### src/rtl/vga_pkg.sv
// Default pong VGA timing, derived totals/widths and the shared colour type.
package vga_pkg;

  localparam int DEF_CLK_DIV = 2;
  localparam int DEF_H_SYNC  = 48;
  localparam int DEF_H_BACK  = 2;
  localparam int DEF_H_ACT   = 700;
  localparam int DEF_H_FRONT = 10;
  localparam int DEF_V_SYNC  = 2;
  localparam int DEF_V_BACK  = 3;
  localparam int DEF_V_ACT   = 500;
  localparam int DEF_V_FRONT = 10;

  localparam int H_TOT = DEF_H_SYNC + DEF_H_BACK + DEF_H_ACT + DEF_H_FRONT;
  localparam int V_TOT = DEF_V_SYNC + DEF_V_BACK + DEF_V_ACT + DEF_V_FRONT;
  localparam int H_W   = $clog2(H_TOT);
  localparam int V_W   = $clog2(V_TOT);

  typedef logic [2:0] rgb3_t;

endpackage

### src/rtl/vga_axis_counter.sv
// One raster axis: counts the SYNC, BACK, ACT, FRONT segments in order and wraps
// back to the start of SYNC after the last FRONT position.
module vga_axis_counter
  import vga_pkg::*;
#(
  parameter int SYNC  = DEF_H_SYNC,
  parameter int BACK  = DEF_H_BACK,
  parameter int ACT   = DEF_H_ACT,
  parameter int FRONT = DEF_H_FRONT,
  parameter int W     = $clog2(SYNC + BACK + ACT + FRONT)
) (
  input  logic         clk,
  input  logic         reset,
  input  logic         en,
  output logic [W-1:0] cnt,
  output logic         wrap,
  output logic         in_sync,
  output logic         in_act
);

  localparam int TOT = SYNC + BACK + ACT + FRONT;
  localparam logic [W-1:0] LAST    = W'(TOT - 1);
  // One extra bit so segment ends equal to 2**W still compare correctly.
  localparam logic [W:0]   SYNC_END = (W+1)'(SYNC);
  localparam logic [W:0]   ACT_BEG  = (W+1)'(SYNC + BACK);
  localparam logic [W:0]   ACT_END  = (W+1)'(SYNC + BACK + ACT);

  logic [W-1:0] cnt_reg;
  logic         at_last;

  assign at_last = (cnt_reg == LAST);
  assign wrap    = en && at_last;
  assign cnt     = cnt_reg;
  assign in_sync = ({1'b0, cnt_reg} < SYNC_END);
  assign in_act  = ({1'b0, cnt_reg} >= ACT_BEG) && ({1'b0, cnt_reg} < ACT_END);

  always_ff @(posedge clk) begin
    if (reset) begin
      cnt_reg <= '0;
    end else if (en) begin
      cnt_reg <= at_last ? '0 : cnt_reg + 1'b1;
    end
  end

endmodule

### src/rtl/vga_timing_gen.sv
// VGA raster transmitter for the pong display: pixel-phase divider, horizontal and
// vertical segment counters, renderer request strobe and a single aligned output stage.
module vga_timing_gen
  import vga_pkg::*;
#(
  parameter int CLK_DIV = DEF_CLK_DIV,
  parameter int H_SYNC  = DEF_H_SYNC,
  parameter int H_BACK  = DEF_H_BACK,
  parameter int H_ACT   = DEF_H_ACT,
  parameter int H_FRONT = DEF_H_FRONT,
  parameter int V_SYNC  = DEF_V_SYNC,
  parameter int V_BACK  = DEF_V_BACK,
  parameter int V_ACT   = DEF_V_ACT,
  parameter int V_FRONT = DEF_V_FRONT
) (
  input  logic        clk,
  input  logic        reset,
  output logic        pix_req,
  output logic [10:0] pix_x,
  output logic [9:0]  pix_y,
  input  logic [2:0]  pix_rgb,
  output logic        hsync,
  output logic        vsync,
  output logic [2:0]  rgb,
  output logic        de,
  output logic        frame_start
);

  localparam int LINE_PIX    = H_SYNC + H_BACK + H_ACT + H_FRONT;
  localparam int FRAME_LINES = V_SYNC + V_BACK + V_ACT + V_FRONT;
  localparam int HW = (LINE_PIX == H_TOT) ? H_W : $clog2(LINE_PIX);
  localparam int VW = (FRAME_LINES == V_TOT) ? V_W : $clog2(FRAME_LINES);
  localparam int PW = $clog2(CLK_DIV);

  localparam logic [PW-1:0] P_LAST     = PW'(CLK_DIV - 1);
  localparam logic [PW-1:0] P_REQ      = PW'(CLK_DIV - 2);
  localparam logic [HW-1:0] H_BP_START = HW'(H_SYNC);
  // Requests are issued during the pixel before the one being requested.
  localparam logic [HW:0]   H_REQ_LO   = (HW+1)'(H_SYNC + H_BACK - 1);
  localparam logic [HW:0]   H_REQ_HI   = (HW+1)'(H_SYNC + H_BACK + H_ACT - 1);
  localparam logic [10:0]   PIX_X_OFS  = 11'(H_SYNC + H_BACK - 1);
  localparam logic [9:0]    PIX_Y_OFS  = 10'(V_SYNC + V_BACK);

  generate
    if (CLK_DIV < 2) begin : g_bad_clk_div
      $error("vga_timing_gen: CLK_DIV must be at least 2");
    end
  endgenerate

  logic [PW-1:0] p_reg;
  logic          p_wrap;
  logic          p_first;
  logic [HW-1:0] h_cnt;
  logic          h_wrap;
  logic          h_in_sync;
  logic          h_in_act;
  logic [VW-1:0] v_cnt;
  logic          v_wrap_unused;
  logic          v_in_sync;
  logic          v_in_act;
  logic          h_next_act;
  logic          req_now;

  logic          hsync_reg;
  logic          vsync_reg;
  logic          de_reg;
  logic          frame_start_reg;
  logic          pix_req_reg;
  logic [10:0]   pix_x_reg;
  logic [9:0]    pix_y_reg;
  rgb3_t         rgb_reg;

  assign p_wrap  = (p_reg == P_LAST);
  assign p_first = (p_reg == '0);

  always_ff @(posedge clk) begin
    if (reset) begin
      p_reg <= '0;
    end else begin
      p_reg <= p_wrap ? '0 : p_reg + 1'b1;
    end
  end

  vga_axis_counter #(
    .SYNC (H_SYNC),
    .BACK (H_BACK),
    .ACT  (H_ACT),
    .FRONT(H_FRONT),
    .W    (HW)
  ) u_h_axis (
    .clk    (clk),
    .reset  (reset),
    .en     (p_wrap),
    .cnt    (h_cnt),
    .wrap   (h_wrap),
    .in_sync(h_in_sync),
    .in_act (h_in_act)
  );

  vga_axis_counter #(
    .SYNC (V_SYNC),
    .BACK (V_BACK),
    .ACT  (V_ACT),
    .FRONT(V_FRONT),
    .W    (VW)
  ) u_v_axis (
    .clk    (clk),
    .reset  (reset),
    .en     (h_wrap),
    .cnt    (v_cnt),
    .wrap   (v_wrap_unused),
    .in_sync(v_in_sync),
    .in_act (v_in_act)
  );

  assign h_next_act = ({1'b0, h_cnt} >= H_REQ_LO) && ({1'b0, h_cnt} < H_REQ_HI);
  assign req_now    = (p_reg == P_REQ) && h_next_act && v_in_act;

  // Every pin is registered from the same counter state, so they all move together.
  always_ff @(posedge clk) begin
    if (reset) begin
      hsync_reg       <= 1'b0;
      vsync_reg       <= 1'b0;
      de_reg          <= 1'b0;
      frame_start_reg <= 1'b0;
      pix_req_reg     <= 1'b0;
      pix_x_reg       <= '0;
      pix_y_reg       <= '0;
      rgb_reg         <= '0;
    end else begin
      hsync_reg       <= h_in_sync;
      de_reg          <= h_in_act && v_in_act;
      frame_start_reg <= p_first && (h_cnt == '0) && (v_cnt == '0);
      pix_req_reg     <= req_now;
      pix_x_reg       <= req_now ? 11'(h_cnt) - PIX_X_OFS : '0;
      pix_y_reg       <= req_now ? 10'(v_cnt) - PIX_Y_OFS : '0;
      // vsync only toggles at the start of the horizontal back porch.
      if (p_first && (h_cnt == H_BP_START)) begin
        vsync_reg <= v_in_sync;
      end
      if (p_first) begin
        rgb_reg <= (h_in_act && v_in_act) ? pix_rgb : '0;
      end
    end
  end

  assign hsync       = hsync_reg;
  assign vsync       = vsync_reg;
  assign de          = de_reg;
  assign frame_start = frame_start_reg;
  assign pix_req     = pix_req_reg;
  assign pix_x       = pix_x_reg;
  assign pix_y       = pix_y_reg;
  assign rgb         = rgb_reg;

endmodule

### config.mk
export PLATFORM = sky130hd
export DESIGN_NAME = vga_timing_gen
export DESIGN_NICKNAME = d
export VERILOG_FILES = /design/src/rtl/vga_pkg.sv /design/src/rtl/vga_axis_counter.sv /design/src/rtl/vga_timing_gen.sv
export SDC_FILE = /design/constraint.sdc
export NUM_CORES = 1
export LEC_CHECK = 0
export BUFFER_PORTS_ARGS = -buffer_cell sky130_fd_sc_hd__buf_2
export CAP_MARGIN = 20
export CORE_UTILIZATION = 50
export DETAILED_ROUTE_END_ITERATION = 12
export PLACE_DENSITY = 0.78
export SLEW_MARGIN = 0
export SYNTH_ARGS = -nofsm -noshare
export SYNTH_HDL_FRONTEND = slang
export SYNTH_SLANG_ARGS = --single-unit
export TNS_END_PERCENT = 100
### constraint.sdc
create_clock -name clk -period 2.6 [get_ports clk]
set_input_delay 0.52 -clock clk [delete_from_list [all_inputs] [get_ports clk]]
set_output_delay 0.52 -clock clk [all_outputs]
set_load 0.1 [all_outputs]
==> results.md <==
Run status:
- The run finished, with violations left.
- The checks that failed: design-rule violations.

Yosys:
- The most frequent cell after synthesis is sky130_fd_sc_hd__dfxtp_1.
- The synthesized instance count is 260.
- For this run, the leading register cell type out of synthesis is sky130_fd_sc_hd__dfxtp_1.
- The register area share after synthesis is 0.427.
- The share of flip-flops with an asynchronous set or reset after synthesis is 0.
- Of the post-synthesis cell area, the dominant cell type holds 0.427.
- In the synthesized netlist, the cells that appear most often are sky130_fd_sc_hd__dfxtp_1 (50), sky130_fd_sc_hd__nor3_1 (24), sky130_fd_sc_hd__nor2_1 (15), sky130_fd_sc_hd__xnor2_1 (14), sky130_fd_sc_hd__nand2_1 (13).
- A synthesized cell averages 9.01 um2.
- The synthesized area is about 2300 um2.
- The synthesized design contains 0 enable-type register cells.
- By area the synthesized netlist is led by sky130_fd_sc_hd__dfxtp_1 (43%), sky130_fd_sc_hd__xnor2_1 (5.2%), sky130_fd_sc_hd__nor3_1 (5.1%).
- Synthesis produced a netlist with a net count of 273.
- The synthesized design spends more area on one cell type than any other, namely sky130_fd_sc_hd__dfxtp_1.
- The number of library cell types mapped by synthesis is between 40 and 50.
- The number of warnings reported in the yosys synthesis log is 0.
- The count of state elements after synthesis is 50.

Place:
- The quantity of I/O buffers inserted on ports is 33.
- The final weighted congestion in routability-driven placement is around 0.8.
- The post-placement worst setup slack is roughly 0.44 ns.
- The detailed placer's ending HPWL is 3090 um.

Finish:
- Of the cells placed in the final design, the portion with a size suffix greater than 1 is 0.212.
- The area overhead of the layout relative to synthesis is 12.2%.
- The final layout net count is 300.
- The register with the most flip-flops in the layout has 11 of them.
- The total of fill cells in the finished design is approximately 400.
- The antenna diode instance count is 0.

GRT:
- The first global-routing pass estimated 7780 um of wire.
- The via count of the first global-routing pass is 1707.
- In the global route stage, overall resource usage came out at 0.199.
- The pin count of the biggest net entering global routing is 27.
- The global-route congestion overflow total is 0.
- The initial antenna violation count is 0.

Floorplanning:
- The floorplan die height is 70.5 um.
- The die is 70.5 um wide.
- The die covers 4960 um2.
- 34 I/O pins were placed.
- The initial utilization of the core area, before any placement, comes to 0.527.
- The floorplan has 24 rows.
- The floorplan core area is 4440 um2.

STA:
- The smallest setup slack after layout is about 0.42 ns.
- The worst path needs 2.18 ns of the cycle, external delays included.
- For the pin with the worst max-slew slack, the measured transition is between 0.5 and 0.6 ns.
- Headroom to the max-slew limit came out at 0.642.
- The total count of hold-check failures in the final report came to 0.
- For this run, the top clock speed supported by timing is 458 MHz.
- Setup violations remaining at the end of the flow were counted as 0.
- In the finished design, the share of the clock period the worst path needs comes to 0.840.
- The setup skew after layout is 0.00374 ns.
- The final sum of negative setup slack is 0 ns.
- Setup repair after global routing left no endpoint under its margin.
- The final max-slew violation count is 0.

Route:
- The remaining number of nets flagged by the antenna check after routing is 0.
- The routed wire length is 4470 um.
- The DRC violation count after routing is 11.
- In the routed layout, each cell is associated on average with a via count of 5.56.
- Detailed routing inserted a total of ~1900 vias.
- The routed length per instance is 13.2 um.
- The detailed router finished its first iteration with 163 violations.
- The count of TritonRoute iterations in the first routing pass is 8.

Critical path:
- STA puts the critical path data required time at 2.77 ns.
- Along the worst path, the maximum fanout reaches 11.
- The category of the worst setup path launch point is a flop.
- The critical path is of the reg -> reg type.
- Data on the critical path arrives at its endpoint at 2.36 ns.
- The nature of the critical path endpoint is a flop.

Flow run:
- Across the run, the number of max-cap violations was 0.

Worst hold path:
- The worst hold path class is reg -> reg.

CTS:
- The clock latency of the later-clocked register in the worst-skew pair is a little over 0.3 ns.
- CTS saw 50 sinks.
- Gates resized during post-CTS repair numbered 0.
- After clock tree synthesis, the clock-pin slew on the worst setup and hold paths is around 0.09 ns.
- In this run the number of H-tree levels came out at 2.
- The number of buffers on the longest clock path is 2.
- TritonCTS built the clock tree.
- After clock tree synthesis, the setup repair step added 0 buffers.
- Counting the buffers created by CTS gives 5.
- The number of hold buffers added after CTS is 0.
- The clock root buffer is sky130_fd_sc_hd__clkbuf_8.

Power and ir drop:
- The leakage dissipation is 1.01 nW.
- Dividing total power by cell area gives a power density of 507 nW/um2.
- IR analysis of the VDD net gives a maximum drop of 216 uV.
-- cell families after synthesis --
kind of cell,after synthesis,share of synthesized area
compound gates,42,0.126
xor+xnor,21,0.0785
fa+ha+maj,8,0.0427
buf+inv,32,0.0619
flops,50,0.427
mux,2,0.00908
simple gates,105,0.255
-- routing by layer --
layer,up-vias,routed length (um),GRT usage,part of all wire
met3,6,228,0.0519,0.051
met4,0,59,0.0658,0.013
li1,976,-,-,-
met1,857,2240,0.265,0.50
met2,51,1940,0.312,0.43
met5,-,0,0,0
-- critical path, cell delays in order (launching register included) --
cell and delay [ns]:
sky130_fd_sc_hd__dfxtp_1 0.43, sky130_fd_sc_hd__or4_4 0.59, sky130_fd_sc_hd__or4_4 0.47, sky130_fd_sc_hd__o31ai_4 0.47
sky130_fd_sc_hd__a221oi_1 0.09
-- power by group --
group / switching [mW] / internal [mW] / total (mW)
combinational: 0.0627 / 0.0347 / 0.0973
clock: 0.248 / 0.214 / 0.462
sequential: 0.00278 / 0.771 / 0.774
-- final timing paths --
path | start | endpoint | slack [ns] | cells after the start
worst min register to register | vsync$_SDFFE_PP0P_ | vsync$_SDFFE_PP0P_ | 0.46 | 2
worst max register to register | u_v_axis.cnt[4]$_SDFFE_PP0P_ | u_v_axis.cnt[1]$_SDFFE_PP0P_ | 0.42 | 4
worst min-delay path | vsync$_SDFFE_PP0P_ | vsync$_SDFFE_PP0P_ | 0.46 | 2
worst max-delay path | u_v_axis.cnt[4]$_SDFFE_PP0P_ | u_v_axis.cnt[1]$_SDFFE_PP0P_ | 0.42 | 4
-- placed cells by master (no fill, tap or decap), types with 4 or more instances in the layout --
cell / instances
sky130_fd_sc_hd__nand2_1: 13
sky130_fd_sc_hd__clkbuf_8: 6
sky130_fd_sc_hd__or4_4: 4
sky130_fd_sc_hd__ha_1: 8
sky130_fd_sc_hd__xnor2_1: 14
sky130_fd_sc_hd__inv_1: 10
sky130_fd_sc_hd__or3_1: 8
sky130_fd_sc_hd__a21oi_1: 12
sky130_fd_sc_hd__nor4_1: 5
sky130_fd_sc_hd__xor2_1: 7
sky130_fd_sc_hd__or4_1: 6
sky130_fd_sc_hd__buf_2: 33
sky130_fd_sc_hd__o31ai_1: 4
sky130_fd_sc_hd__nor2_1: 15
sky130_fd_sc_hd__o21ai_0: 9
sky130_fd_sc_hd__nand4_1: 5
sky130_fd_sc_hd__buf_4: 9
sky130_fd_sc_hd__nand3_1: 10
sky130_fd_sc_hd__nor3_1: 24
sky130_fd_sc_hd__dfxtp_1: 50
-- layout make-up --
class / count / area (um2) / share of cell area
clock buffers: 6 / 82.6 / 0.0314
well taps: 52 / 65.1 / 0.0248
repair buffers: 42 / 233 / 0.0885
inverters: 10 / 37.5 / 0.0143
multi-input cells: 178 / 1200 / 0.455
clock inverters: 2 / 12.5 / 0.00476
flip-flops and latches: 50 / 1000 / 0.381
-- stage by stage --
stage	power (mW)	utilization	hold slack, ns	cells	area, um2
after floorplan	0.866	-	0.500	260	2340
after global placement	0.888	0.570	0.445	332	2530
after detailed placement	0.889	0.570	0.450	332	2530
after CTS	1.34	0.591	0.463	340	2630
after global routing	1.38	0.591	0.501	340	2630
final	1.33	0.591	0.465	340	2630
Power figures use the tool's default switching activity.
